[src/rtl/stream_demux_pkg.sv]
// stream_demux_pkg: shared FSM state encodings and mode constants for stream_demux_n.
package stream_demux_pkg;
    localparam logic MODE_SEL = 1'b0;
    localparam logic MODE_RR  = 1'b1;
    localparam logic [1:0] IDLE   = 2'd0;
    localparam logic [1:0] LOCKED = 2'd1;
    localparam logic [1:0] DROP   = 2'd2;
endpackage

[src/rtl/stream_demux_if.sv]
// stream_demux_if: producer-side and per-channel consumer-side stream signals of the demux.
interface stream_demux_if #(
    parameter int DATA_W = 8,
    parameter int N_OUT  = 8,
    parameter int SEL_W  = $clog2(N_OUT)
);
    logic                     in_valid;
    logic                     in_ready;
    logic [DATA_W-1:0]        in_data;
    logic                     in_last;
    logic [SEL_W-1:0]         in_sel;
    logic                     mode;
    logic [N_OUT-1:0]         out_valid;
    logic [N_OUT-1:0]         out_ready;
    logic [N_OUT*DATA_W-1:0]  out_data;
    logic [N_OUT-1:0]         out_last;
    logic                     err_sel;
    modport master (
        output in_valid, in_data, in_last, in_sel, mode, out_ready,
        input  in_ready, out_valid, out_data, out_last, err_sel
    );
    modport slave (
        input  in_valid, in_data, in_last, in_sel, mode, out_ready,
        output in_ready, out_valid, out_data, out_last, err_sel
    );
endinterface

[src/rtl/stream_demux_out_slot.sv]
// demux_out_slot: one-entry output register; payload reads zero whenever the slot is empty.
module demux_out_slot #(
    parameter int DATA_W = 8
) (
    input  logic              clk,
    input  logic              rst_n,
    input  logic              load,
    input  logic              pop,
    input  logic [DATA_W-1:0] in_data,
    input  logic              in_last,
    output logic              full,
    output logic [DATA_W-1:0] data,
    output logic              last
);
    always_ff @(posedge clk or negedge rst_n) begin
        if (!rst_n) begin
            full <= 1'b0;
            data <= '0;
            last <= 1'b0;
        end else if (load) begin
            full <= 1'b1;
            data <= in_data;
            last <= in_last;
        end else if (pop) begin
            full <= 1'b0;
            data <= '0;
            last <= 1'b0;
        end
    end
endmodule

[src/rtl/stream_demux_n.sv]
// stream_demux_n: registered 1-to-N stream demux with packet locking, select or round-robin routing.
module stream_demux_n
    import stream_demux_pkg::*;
#(
    parameter int DATA_W = 8,
    parameter int N_OUT  = 8,
    parameter int SEL_W  = $clog2(N_OUT)
) (
    input logic           clk,
    input logic           rst_n,
    stream_demux_if.slave bus
);
    localparam logic [SEL_W-1:0] LAST_CH = SEL_W'(N_OUT - 1);
    logic [1:0]              state;
    logic [SEL_W-1:0]        rr_ptr, tgt_q, target;
    logic                    mode_q, rr_mode, sel_bad, acc, route, err_q;
    logic [N_OUT-1:0]        load, pop, vld, lst;
    logic [N_OUT*DATA_W-1:0] dat;

    assign sel_bad = state == IDLE && bus.mode == MODE_SEL && bus.in_sel > LAST_CH;
    assign target  = state == LOCKED ? tgt_q : (bus.mode == MODE_RR ? rr_ptr : bus.in_sel);
    assign rr_mode = state == IDLE ? bus.mode : mode_q;
    // Out-of-range target only occurs under sel_bad or DROP, both of which force ready high.
    assign bus.in_ready = state == DROP || sel_bad || !vld[target] || bus.out_ready[target];
    assign acc   = bus.in_valid && bus.in_ready;
    assign route = acc && state != DROP && !sel_bad;

    always_ff @(posedge clk or negedge rst_n) begin
        if (!rst_n) begin
            state  <= IDLE;
            rr_ptr <= '0;
            tgt_q  <= '0;
            mode_q <= MODE_SEL;
            err_q  <= 1'b0;
        end else begin
            err_q <= acc && sel_bad;
            if (route && bus.in_last && rr_mode == MODE_RR)
                rr_ptr <= rr_ptr == LAST_CH ? '0 : rr_ptr + 1'b1;
            if (acc && bus.in_last)
                state <= IDLE;
            else if (acc && state == IDLE)
                state <= sel_bad ? DROP : LOCKED;
            if (acc && state == IDLE) begin
                tgt_q  <= target;
                mode_q <= bus.mode;
            end
        end
    end

    for (genvar k = 0; k < N_OUT; k++) begin : g_slot
        assign load[k] = route && target == SEL_W'(k);
        assign pop[k]  = vld[k] && bus.out_ready[k];
        demux_out_slot #(.DATA_W(DATA_W)) u_slot (
            .clk     (clk),
            .rst_n   (rst_n),
            .load    (load[k]),
            .pop     (pop[k]),
            .in_data (bus.in_data),
            .in_last (bus.in_last),
            .full    (vld[k]),
            .data    (dat[k*DATA_W +: DATA_W]),
            .last    (lst[k])
        );
    end

    assign bus.out_valid = vld;
    assign bus.out_data  = dat;
    assign bus.out_last  = lst;
    assign bus.err_sel   = err_q;
endmodule

[src/flat_wrapper.sv]
// flat-port wrapper written by rule: the top's interface ports become plain ports
module stream_demux_n_flat import stream_demux_pkg::*;
#(
    parameter int DATA_W = 8,
    parameter int N_OUT  = 8,
    parameter int SEL_W  = $clog2(N_OUT)
)
  (clk, rst_n, bus_in_valid, bus_in_data, bus_in_last, bus_in_sel, bus_mode, bus_out_ready, bus_in_ready, bus_out_valid, bus_out_data, bus_out_last, bus_err_sel);
  stream_demux_if #(.DATA_W(DATA_W), .N_OUT(N_OUT), .SEL_W(SEL_W)) bus_i ();
  input logic clk;
  input logic rst_n;
  input wire logic [$bits(bus_i.in_valid)-1:0] bus_in_valid;
  input wire logic [$bits(bus_i.in_data)-1:0] bus_in_data;
  input wire logic [$bits(bus_i.in_last)-1:0] bus_in_last;
  input wire logic [$bits(bus_i.in_sel)-1:0] bus_in_sel;
  input wire logic [$bits(bus_i.mode)-1:0] bus_mode;
  input wire logic [$bits(bus_i.out_ready)-1:0] bus_out_ready;
  output wire logic [$bits(bus_i.in_ready)-1:0] bus_in_ready;
  output wire logic [$bits(bus_i.out_valid)-1:0] bus_out_valid;
  output wire logic [$bits(bus_i.out_data)-1:0] bus_out_data;
  output wire logic [$bits(bus_i.out_last)-1:0] bus_out_last;
  output wire logic [$bits(bus_i.err_sel)-1:0] bus_err_sel;
  assign bus_i.in_valid = bus_in_valid;
  assign bus_i.in_data = bus_in_data;
  assign bus_i.in_last = bus_in_last;
  assign bus_i.in_sel = bus_in_sel;
  assign bus_i.mode = bus_mode;
  assign bus_i.out_ready = bus_out_ready;
  assign bus_in_ready = bus_i.in_ready;
  assign bus_out_valid = bus_i.out_valid;
  assign bus_out_data = bus_i.out_data;
  assign bus_out_last = bus_i.out_last;
  assign bus_err_sel = bus_i.err_sel;
  stream_demux_n #(.DATA_W(DATA_W), .N_OUT(N_OUT), .SEL_W(SEL_W)) u_core (.clk(clk), .rst_n(rst_n), .bus(bus_i));
endmodule
[config.mk]
export PLATFORM = sky130hd
export DESIGN_NAME = stream_demux_n_flat
export DESIGN_NICKNAME = d
export VERILOG_FILES = /design/src/rtl/stream_demux_pkg.sv /design/src/rtl/stream_demux_if.sv /design/src/rtl/stream_demux_out_slot.sv /design/src/rtl/stream_demux_n.sv /design/src/flat_wrapper.sv
export SDC_FILE = /design/constraint.sdc
export NUM_CORES = 1
export LEC_CHECK = 0
export CELL_PAD_IN_SITES_DETAIL_PLACEMENT = 1
export CELL_PAD_IN_SITES_GLOBAL_PLACEMENT = 2
export CORE_MARGIN = 2
export CORE_UTILIZATION = 30
export DETAILED_ROUTE_END_ITERATION = 8
export GPL_ROUTABILITY_DRIVEN = 0
export GPL_TIMING_DRIVEN = 0
export PLACE_DENSITY_LB_ADDON = 0.08
export SLEW_MARGIN = 20
export SYNTH_ARGS = -nofsm -noshare
export SYNTH_HDL_FRONTEND = slang
export SYNTH_SLANG_ARGS = --single-unit
export TNS_END_PERCENT = 10
[constraint.sdc]
create_clock -name clk -period 3.1 [get_ports clk]
set_input_delay 0.465 -clock clk [delete_from_list [all_inputs] [get_ports clk]]
set_output_delay 0.465 -clock clk [all_outputs]
set_load 0.05 [all_outputs]
======== Word level (Yosys, flattened, before mapping) ========
Index checks and enable logic that the tools add are counted.
storage, ports and cells
  input port bits ......................... 24
  register bits after elaboration ......... 90
  word-level logic and storage cells ...... 137
  output and inout port bits .............. 82
cells by class
  reduce and logical (&&, ||, !) cells .... 42
  magnitude comparators ................... 2
  add/sub/neg operators ................... 1
  bitwise gates (word level) .............. 1
  equality and inequality tests ........... 11
  multiplexer cells ....................... 51
operators by type and width
  cell                                                                          count
  8-bit 2-to-1 mux                                                              16
  1-bit 2-to-1 mux                                                              27
  1-bit logical AND                                                             26
  2-bit nonzero test                                                            9
  3-bit equality test, second input constant                                    5
  3-bit 2-to-1 mux                                                              3
  1-bit binary-select mux with 3-bit select                                     2
  3-bit by 2-bit equality test with 1-bit output, second input constant         2
  2-bit 2-to-1 mux                                                              3
  3-bit by 4-bit less-than comparator with 1-bit output, second input constant  1
  3-bit by 1-bit adder with 3-bit output, second input constant                 1
  3-bit by 1-bit equality test with 1-bit output, second input constant         1
  3-bit > comparator, second input constant                                     1
  3-bit logical NOT                                                             1
  1-bit logical OR                                                              3
  2-bit by 1-bit equality test with 1-bit output, second input constant         1
  2-bit equality test, second input constant                                    1
  1-bit logical NOT                                                             2
  2-bit logical NOT                                                             1
  2-bit inequality test, second input constant                                  1
  1-bit inverter                                                                1

======== Depth between registers and ports, before layout ========
Gate-level depths: netlist (run 1).
  depth in word-level cells ............... 12
  gate-level depth with buffers ........... 10

======== Cells and area by module ========
Synthesis (run 1) repeated with hierarchy kept, for this count alone.
second synthesis, totals
  cell total of the unflattened synthesis .. 276
  area, all modules ....................... 3,808.7 um2
modules (own cells, without submodules)
  module          times used  area each (um2)  cells an instance
  demux_out_slot  8           364.1            23
  stream_demux_n  1           895.9            92

======== Least setup slack after synthesis (run 1) ========
OpenSTA, ideal clock, no wires.
  kind .................................... input -> output
  from .................................... input port bus_mode
  to ...................................... output port bus_in_ready
  data required time ...................... 2,635 ps
  setup slack ............................. 234 ps
  arrival time ............................ 2,401 ps
  cell stages on the path ................. 6
  cell sequence ........................... buf_4 -> mux2i_4 -> a2111oi_4 -> a2111oi_4 -> a2111oi_4 -> o21ai_0
between the ends
  cells in the longest elaborated chain, start to end .. 7
  elaborated cells on any way between the ends .. 13
RTL lines
  item                                       line                  source
  start, declared                            flat_wrapper.sv:16    input wire logic [$bits(bus_i.mode)-1:0] bus_mode;
  3-bit 2-to-1 mux (2 in series)             stream_demux_n.sv:21  assign target = state == LOCKED ? tgt_q : (bus.mode == MODE_RR ? rr_ptr : bus.in_sel);
  1-bit binary-select mux with 3-bit select  stream_demux_n.sv:24  assign bus.in_ready = state == DROP || sel_bad || !vld[target] || bus.out_ready[target];
  1-bit 2-to-1 mux (not written as such)     stream_demux_n.sv:24
  1-bit logical NOT                          stream_demux_n.sv:24
  1-bit logical OR                           stream_demux_n.sv:24
  1-bit logical OR (*)                       stream_demux_n.sv:24
  end, declared                              flat_wrapper.sv:18    output wire logic [$bits(bus_i.in_ready)-1:0] bus_in_ready;
Every way passes the cells marked *; elsewhere a longest branch is shown, timed or not. The select of a mux whose other input is x is not followed.

======== Final worst setup path (run 1) ========
  from .................................... input port bus_in_sel[0]
  to ...................................... output port bus_in_ready
between the ends
  cells in the longest elaborated chain, start to end .. 7
  elaborated cells on any way between the ends .. 12
RTL lines
  item                                       line                  source
  start, declared                            flat_wrapper.sv:15    input wire logic [$bits(bus_i.in_sel)-1:0] bus_in_sel;
  3-bit 2-to-1 mux (2 in series)             stream_demux_n.sv:21
  1-bit binary-select mux with 3-bit select  stream_demux_n.sv:24
  1-bit 2-to-1 mux (not written as such)     stream_demux_n.sv:24
  1-bit logical NOT                          stream_demux_n.sv:24
  1-bit logical OR                           stream_demux_n.sv:24
  1-bit logical OR (*)                       stream_demux_n.sv:24
Marks and branches as above.

==> results.ini, run 1 <==
[drt]
totalWireLength_um=12350
first_pass_iters=4
wire_per_inst_um=17.11
drc=0
first_iter_violations=155
routed-via-count=3408
ant_nets=0
viasPerCell=4.720

[grt]
use_met3=0.03717
grt_pass1_wl_um=19550
gr-total-overflow=0
globalRouteTotalUtil=0.1741
antenna_found_initial=0
busiest_layer=met2
grt_pass1_vias=3582
met2_usage=0.2690
grt_max_degree=50
use_met1=0.2354

[floorplan]
core_um2=13830
num_rows=43
dieArea_um2=15050
pin_count=106
start_util=0.3057
die_h_um=122.7
fp.dieW_um=122.7

[cells_and_area]
drive_gt1_frac=0.1531
final_nets=563
instances_no_fill=722
diodes=0
syn_to_final_growth_pct=36.71

[run_status]
status=finished clean

[clock_network]
clkLatencyLatePin_ps=350
cts_max_path_buffers=2
cts_tree=built
cts_sinks=90
htreeDepth=3
hold_buffers=0
cts.root.buffer_cell=clkbuf_16
path_clk_slew_ps=60
cts_inserted_buffers=9

[job]
max_cap_viol_count=0

[worst_hold_path]
hold_class=in -> async

[logic_synthesis]
syn_area_um2=4227
syn_inst=428
synthFlopType=dfrtp_1
synth-edff-count=0
ys_async_sr_fraction=1.000
synth_cell_types=40
netlist.area_leader.share=0.5329
yosys-top-cells-count=157 x nand2_1, 90 x dfrtp_1, 59 x o21ai_0
synth_warnings=0
yosys.area.top_type=dfrtp_1
synth.ff_latch_count=90
ys_seq_area_frac=0.5329
synth_nets=454
synthTopCellsByArea=dfrtp_1 53%, nand2_1 14%, o21ai_0 7.0%, buf_4 3.6%, buf_6 2.9%
syn_avg_cell_area_um2=9.875
yosysMostFrequentCell=nand2_1

[timing]
worst_slack_ps=175.4
slew_headroom=0.3784
worstMarginPinSlew_ps=932.4
drv_slew=0
fin_crit_sh=0.9434
rsz0062_at_grt=no
setup_viol=0
hold_viol_final=0
layout_min_cycle_time_ps=2925
max_freq_ghz=0.3419
setup-tns-final_ps=0
clock_skew_ps=5.228

[worst_setup_path]
rr_endpoint=u_core.g_slot[1].u_slot.data[0]$_DFFE_PN0P_
cp.arrival_ps=2460
cp-end-kind=output pin
r2r_slack_ps=480
rr_startpoint=u_core.rr_ptr[0]$_DFFE_PN0P_
cp-start-kind=primary input
cp_max_fo=5
critPathKind=in -> out
worstPathRequired_ps=2630
worst-r2r-cell-count=8

[placed_design]
hpwl_um=8560
dp_slack_ps=-555.9
port_buffers=95
dp.cells=704

[pwr]
irDropWorstVdd_uv=344.1
finalPower_w=0.006688
p_per_area_nw_per_um2=1157
p_leak_nw=2.471

[cells by family (layout without fill, tap and decap cells)]
kind of cell / Yosys count / in the layout / share of synthesized area
buf+inv: 42 / 156 / 0.07667
compound gates: 91 / 91 / 0.1388
mux: 16 / 16 / 0.04618
flops: 90 / 90 / 0.5329
other cells: 1 / 1 / 0.0008872
fa+ha+maj: 2 / 2 / 0.005920
simple gates: 186 / 186 / 0.1986
[placed cells by master, fill, tap and decap left out, types with 5 or more instances in the layout]
master             n
a2111oi_4          6
buf_2              8
buf_4             22
buf_6             12
clkbuf_16          9
clkdlybuf4s50_1   93
dfrtp_1           90
mux2_1             8
nand2_1          157
nor2b_1            5
o21ai_0           59
o21ai_1           15
or2_2              5
[worst max-delay path by stage]
stage / from / slack [ps] / end / cells after the start
finish: bus_in_sel[0] / 180 / bus_in_ready / 7
global route: bus_in_sel[0] / 120 / bus_in_ready / 7
CTS: bus_in_sel[0] / 5 / bus_in_ready / 7
detailed placement: bus_in_sel[0] / -560 / bus_in_ready / 7
global placement: rst_n / -2090 / u_core.g_slot[3].u_slot.last$_DFFE_PN0P_ / 1
floorplan: bus_mode / 230 / bus_in_ready / 6
[flip-flops by register name, summed over array words and instances (netlist names)]
register,flops
u_core.mode_q,1
u_core.g_slot.u_slot.data,64
u_core.tgt_q,3
u_core.g_slot.u_slot.last,8
u_core.g_slot.u_slot.full,8
u_core.bus.err_sel,1
u_core.state,2
u_core.rr_ptr,3
[layout make-up]
cell class,count,area [µm²]
inverter,4,15.01
fill,1555,8049
tap,180,225.2
buffer,38,309.0
timing repair buffer,98,989.7
clock buffer,13,240.2
clock inverter,3,40.04
sequential,90,2252
multi-input combinational,296,1707
[critical path: stages]
cell             delay [ps]
clkdlybuf4s50_1         530
mux2i_4                 130
a2111oi_4               440
a2111oi_4               120
a2111oi_4               380
o21ai_0                 150
buf_2                   230
[through the flow]
stage	area [µm²]	hold slack, ps	utilization
3_3_place_gp	5403	484.5	0.3907
6_report	5778	36.62	0.4179
2_1_floorplan	4227	169.4	-
4_1_cts	5720	46.47	0.4137
5_1_grt	5778	65.95	0.4179
3_5_place_dp	5431	417.0	0.3928
[what timing repair did]
action,CTS,global route
pin swaps,1,0
gates resized for setup,4,8
hold endpoints to repair,0,0
setup endpoints to repair,1,1
buffers inserted,1,1
cloned,0,0
[report_power, final]
group	total (W)	switching (W)	internal [W]
logic	0.00373	0.00242	0.00131
clock network	0.00108	0.000455	0.000624
registers	0.00188	0.000271	0.00161
total	0.00669	0.00314	0.00355
[metal layers]
layer | vias up | part of all wire
li1 | 1623 | -
met1 | 1683 | 0.46
met2 | 86 | 0.46
met3 | 16 | 0.054
met4 | 0 | 0.022
met5 | - | 0
Power figures use the tool's default switching activity.
==> inputs of run 2 (changes only) <==
--- a/config.mk
+++ b/config.mk
@@ -8,7 +8,7 @@
 export CELL_PAD_IN_SITES_DETAIL_PLACEMENT = 1
 export CELL_PAD_IN_SITES_GLOBAL_PLACEMENT = 2
 export CORE_MARGIN = 2
-export CORE_UTILIZATION = 30
+export CORE_UTILIZATION = 32
 export DETAILED_ROUTE_END_ITERATION = 8
 export GPL_ROUTABILITY_DRIVEN = 0
 export GPL_TIMING_DRIVEN = 0
@@ -16,5 +16,6 @@
 export SLEW_MARGIN = 20
 export SYNTH_ARGS = -nofsm -noshare
 export SYNTH_HDL_FRONTEND = slang
+export SYNTH_HIERARCHICAL = 1
 export SYNTH_SLANG_ARGS = --single-unit
 export TNS_END_PERCENT = 10
==> run 2 against run 1 <==
The flow now finishes with violations (DRC). Clock skew is 3.6 ps higher. Sequential share of layout area increased by 2.9 points. Final area fell by 6.8%. Core utilization rose by 5.0 points. Combinational power is 4% lower. Non-clock buffer count down 17. First-iteration DRC count is 3.2% higher. Largest power group unchanged.
==> results.ini, run 2 <==
[timing]
clock_skew_ps=8.861  ; was 5.228 ps
worstMarginPinSlew_ps=590.9  ; was 932.4 ps
setup-tns-final_ps=0  ; unchanged
setup_viol=0  ; unchanged
slew_headroom=0.6048  ; was 0.3784
rsz0062_at_grt=no  ; unchanged
holdWs_ps=492.5  ; was 36.62 ps
layout_min_cycle_time_ps=2905  ; was 2925 ps
worst_slack_ps=195.1  ; was 175.4 ps
max_freq_ghz=0.3443  ; was 0.3419 GHz
hold_viol_final=0  ; unchanged
drv_slew=0  ; unchanged
fin_crit_sh=0.9370  ; was 0.9434

[clock_network]
cts.root.buffer_cell=clkbuf_16  ; unchanged
htreeDepth=3  ; unchanged
cts_inserted_buffers=9  ; unchanged
cts_tree=built  ; unchanged
cts_sinks=90  ; unchanged
path_clk_slew_ps=60  ; about the same
clkLatencyLatePin_ps=340  ; was 350 ps
cts_max_path_buffers=2  ; unchanged

[logic_synthesis]
syn_avg_cell_area_um2=13.80  ; was 9.875 µm²
synthFlopType=dfrtp_1  ; unchanged
syn_area_um2=3809  ; was 4227 µm²
ys_seq_area_frac=0.5913  ; was 0.5329
syn_inst=276  ; was 428
synth-edff-count=0  ; unchanged
ys_async_sr_fraction=1.000  ; unchanged
synth_nets=302  ; was 454
synthTopCellsByArea=dfrtp_1 59%, a22o_1 17%, buf_6 3.0%, mux2_1 2.4%, nor2_4 2.4%  ; was dfrtp_1 53%, nand2_1 14%, o21ai_0 7.0%, buf_4 3.6%, buf_6 2.9%
yosys-top-cells-count=90 x dfrtp_1, 72 x a22o_1, 14 x inv_1  ; was 157 x nand2_1, 90 x dfrtp_1, 59 x o21ai_0
synth_cell_types=37  ; was 40
yosysMostFrequentCell=dfrtp_1  ; was nand2_1
synth_warnings=6  ; was 0
synth.ff_latch_count=90  ; unchanged
netlist.area_leader.share=0.5913  ; was 0.5329
yosys.area.top_type=dfrtp_1  ; unchanged

[cells_and_area]
syn_to_final_growth_pct=41.33  ; was 36.71%
drive_gt1_frac=0.1525  ; was 0.1531
layout_commonest_cell=clkdlybuf4s50_1  ; was nand2_1
largest_register_ffs=64  ; unchanged
largestRegisters=u_core/g_slot.u_slot/data (64), u_core/g_slot.u_slot/full (8), u_core/g_slot.u_slot/last (8)  ; was u_core.g_slot.u_slot.data (64), u_core.g_slot.u_slot.full (8), u_core.g_slot.u_slot.last (8)
diodes=0  ; unchanged
final_nets=421  ; was 563
stdcell_area_um2=5383  ; was 5778 µm²
mostFrequentLayoutCells=102 x clkdlybuf4s50_1, 90 x dfrtp_1, 72 x a22o_1  ; was 157 x nand2_1, 93 x clkdlybuf4s50_1, 90 x dfrtp_1
regMostFlops=u_core/g_slot.u_slot/data  ; was u_core.g_slot.u_slot.data
final.fill_count=1219  ; was 1,555

[drt]
wire_per_inst_um=20.53  ; was 17.11 µm
first_pass_iters=7  ; was 4
routed-via-count=2811  ; was 3,408
drc=8  ; was 0
totalWireLength_um=11150  ; was 12,350 µm
ant_nets=0  ; unchanged
first_iter_violations=160  ; was 155
viasPerCell=5.177  ; was 4.720

[pwr]
swShare=0.4678  ; was 0.4699
p_leak_nw=2.405  ; was 2.471 nW
p_per_area_nw_per_um2=1203  ; was 1157 nW/µm²
combPwrFrac=0.551  ; was 0.558
finalPower_w=0.006473  ; was 0.006688 W
p_seq_frac=0.289  ; was 0.281
p_int_w=0.003445  ; was 0.003545 W
switchingPower_w=0.003028  ; was 0.003142 W
clock_power_share=0.160  ; was 0.161
irDropWorstVdd_uv=512.6  ; was 344.1 µV

[worst_setup_path]
crit_slowest_cell=clkdlybuf4s50_1  ; unchanged
cp.arrival_ps=2440  ; was 2460 ps
crit_family=compound AO/OA/AOI/OAI gates  ; unchanged
cp_max_fo=9  ; was 5
critPathKind=in -> out  ; unchanged
cp-start-kind=primary input  ; unchanged
worstPathRequired_ps=2630  ; about the same
r2r_slack_ps=380  ; was 480 ps
slowest_delay_ps=410  ; was 530 ps
crit_buf_inv=2  ; unchanged
cp-end-kind=output pin  ; unchanged
worstPathCellList=clkdlybuf4s50_1 -> mux2_4 -> o21a_4 -> o311ai_4 -> a21oi_2 -> nor3_4 -> o21ai_1 -> buf_2  ; was clkdlybuf4s50_1 -> mux2i_4 -> a2111oi_4 -> a2111oi_4 -> a2111oi_4 -> o21ai_0 -> buf_2

[grt]
grt_pass1_wl_um=17860  ; was 19,550 µm
antenna_found_initial=0  ; unchanged
gr-total-overflow=0  ; unchanged
grt_max_degree=73  ; was 50
grt_pass1_vias=3051  ; was 3,582
globalRouteTotalUtil=0.1834  ; was 0.1741

[floorplan]
start_util=0.3307  ; was 0.3057
core_um2=11520  ; was 13,830 µm²
fp.dieW_um=113.1  ; was 122.7 µm
num_rows=39  ; was 43
pin_count=106  ; unchanged
die_h_um=113.1  ; was 122.7 µm
dieArea_um2=12790  ; was 15,050 µm²

[job]
max_cap_viol_count=0  ; unchanged

[placed_design]
dpl-instance-area_um2=5067  ; was 5431 µm²
port_buffers=105  ; was 95
hpwl_um=7754  ; was 8560 µm
dp_slack_ps=-682.1  ; was -555.9 ps

[worst_hold_path]
hold_class=reg -> reg  ; was in -> async

[run_status]
status=complete, but fails checks  ; was finished clean
violations=DRC

-- run 2: power by group through the flow --
stage | sequential (W) | combinational [W] | clock [W]
after CTS | 0.00187 | 0.00359 | 0.00107
after global placement | 0.00188 | 0.00349 | 0
after floorplan | 0.00308 | 0.00116 | 0
after detailed placement | 0.00188 | 0.00353 | 0
after global routing | 0.00194 | 0.00376 | 0.00113
final | 0.00187 | 0.00357 | 0.00103
-- run 2: stage by stage --
step	cells	utilization
2_1_floorplan	276	-
3_3_place_gp	524	0.4375
3_5_place_dp	525	0.4400
4_1_cts	543	0.4674
5_1_grt	543	0.4674
6_report	543	0.4674
-- run 2: path summary, 6_finish.rpt --
path,startpoint,end,cells past startpoint
max,bus_in_sel[0],bus_in_ready,8
max in group asynchronous,rst_n,u_core/g_slot[6].u_slot/full$_DFFE_PN0P_,3
min in group asynchronous,rst_n,u_core/g_slot[1].u_slot/full$_DFFE_PN0P_,2
min reg2reg,u_core/mode_q$_DFFE_PN0P_,u_core/mode_q$_DFFE_PN0P_,1
min,u_core/mode_q$_DFFE_PN0P_,u_core/mode_q$_DFFE_PN0P_,1
max reg2reg,u_core/state[0]$_DFFE_PN0P_,u_core/tgt_q[1]$_DFFE_PN0P_,9
-- run 2: kinds of logic (layout without fill, tap and decap cells) --
group                      count (synthesis)  in the layout  share of synthesized area
muxes                                     15             15                    0.04435
and+or+nand+nor                           49             49                    0.09461
DFF                                       90             90                     0.5913
other                                      1              1                  0.0009846
AOI/OAI and AO/OA                         94             94                     0.2175
buffers and inverters                     25            149                    0.04468
adders and majority gates                  2              2                   0.006569
-- run 2: timing repair --
item / in CTS / in global routing
hold endpoints to repair: 18 / 0
gates resized for setup: 9 / 0
endpoints found under the setup margin: 1 / 0
hold buffers: 1 / 0
setup buffers: 1 / 0
-- run 2: area by class of cell --
class	count	area, µm²	share of cell area
Clock buffer	10	229.0	0.04254
Multi-Input combinational cell	161	1410	0.2620
Timing Repair Buffer	108	1091	0.2027
Inverter	14	52.55	0.009763
Clock inverter	6	51.30	0.009530
Sequential cell	90	2252	0.4184
Tap cell	143	178.9	0.03324
Buffer	11	117.6	0.02185
-- run 2: layer usage --
| metal | vias to the layer above | track usage | share of wire |
|---|---|---|---|
| met5 | - | 0 | 0 |
| met4 | 0 | 0.03902 | 0.0074 |
| met3 | 5 | 0.06535 | 0.073 |
| met2 | 81 | 0.2778 | 0.47 |
| met1 | 1455 | 0.2552 | 0.45 |
| li1 | 1270 | - | - |
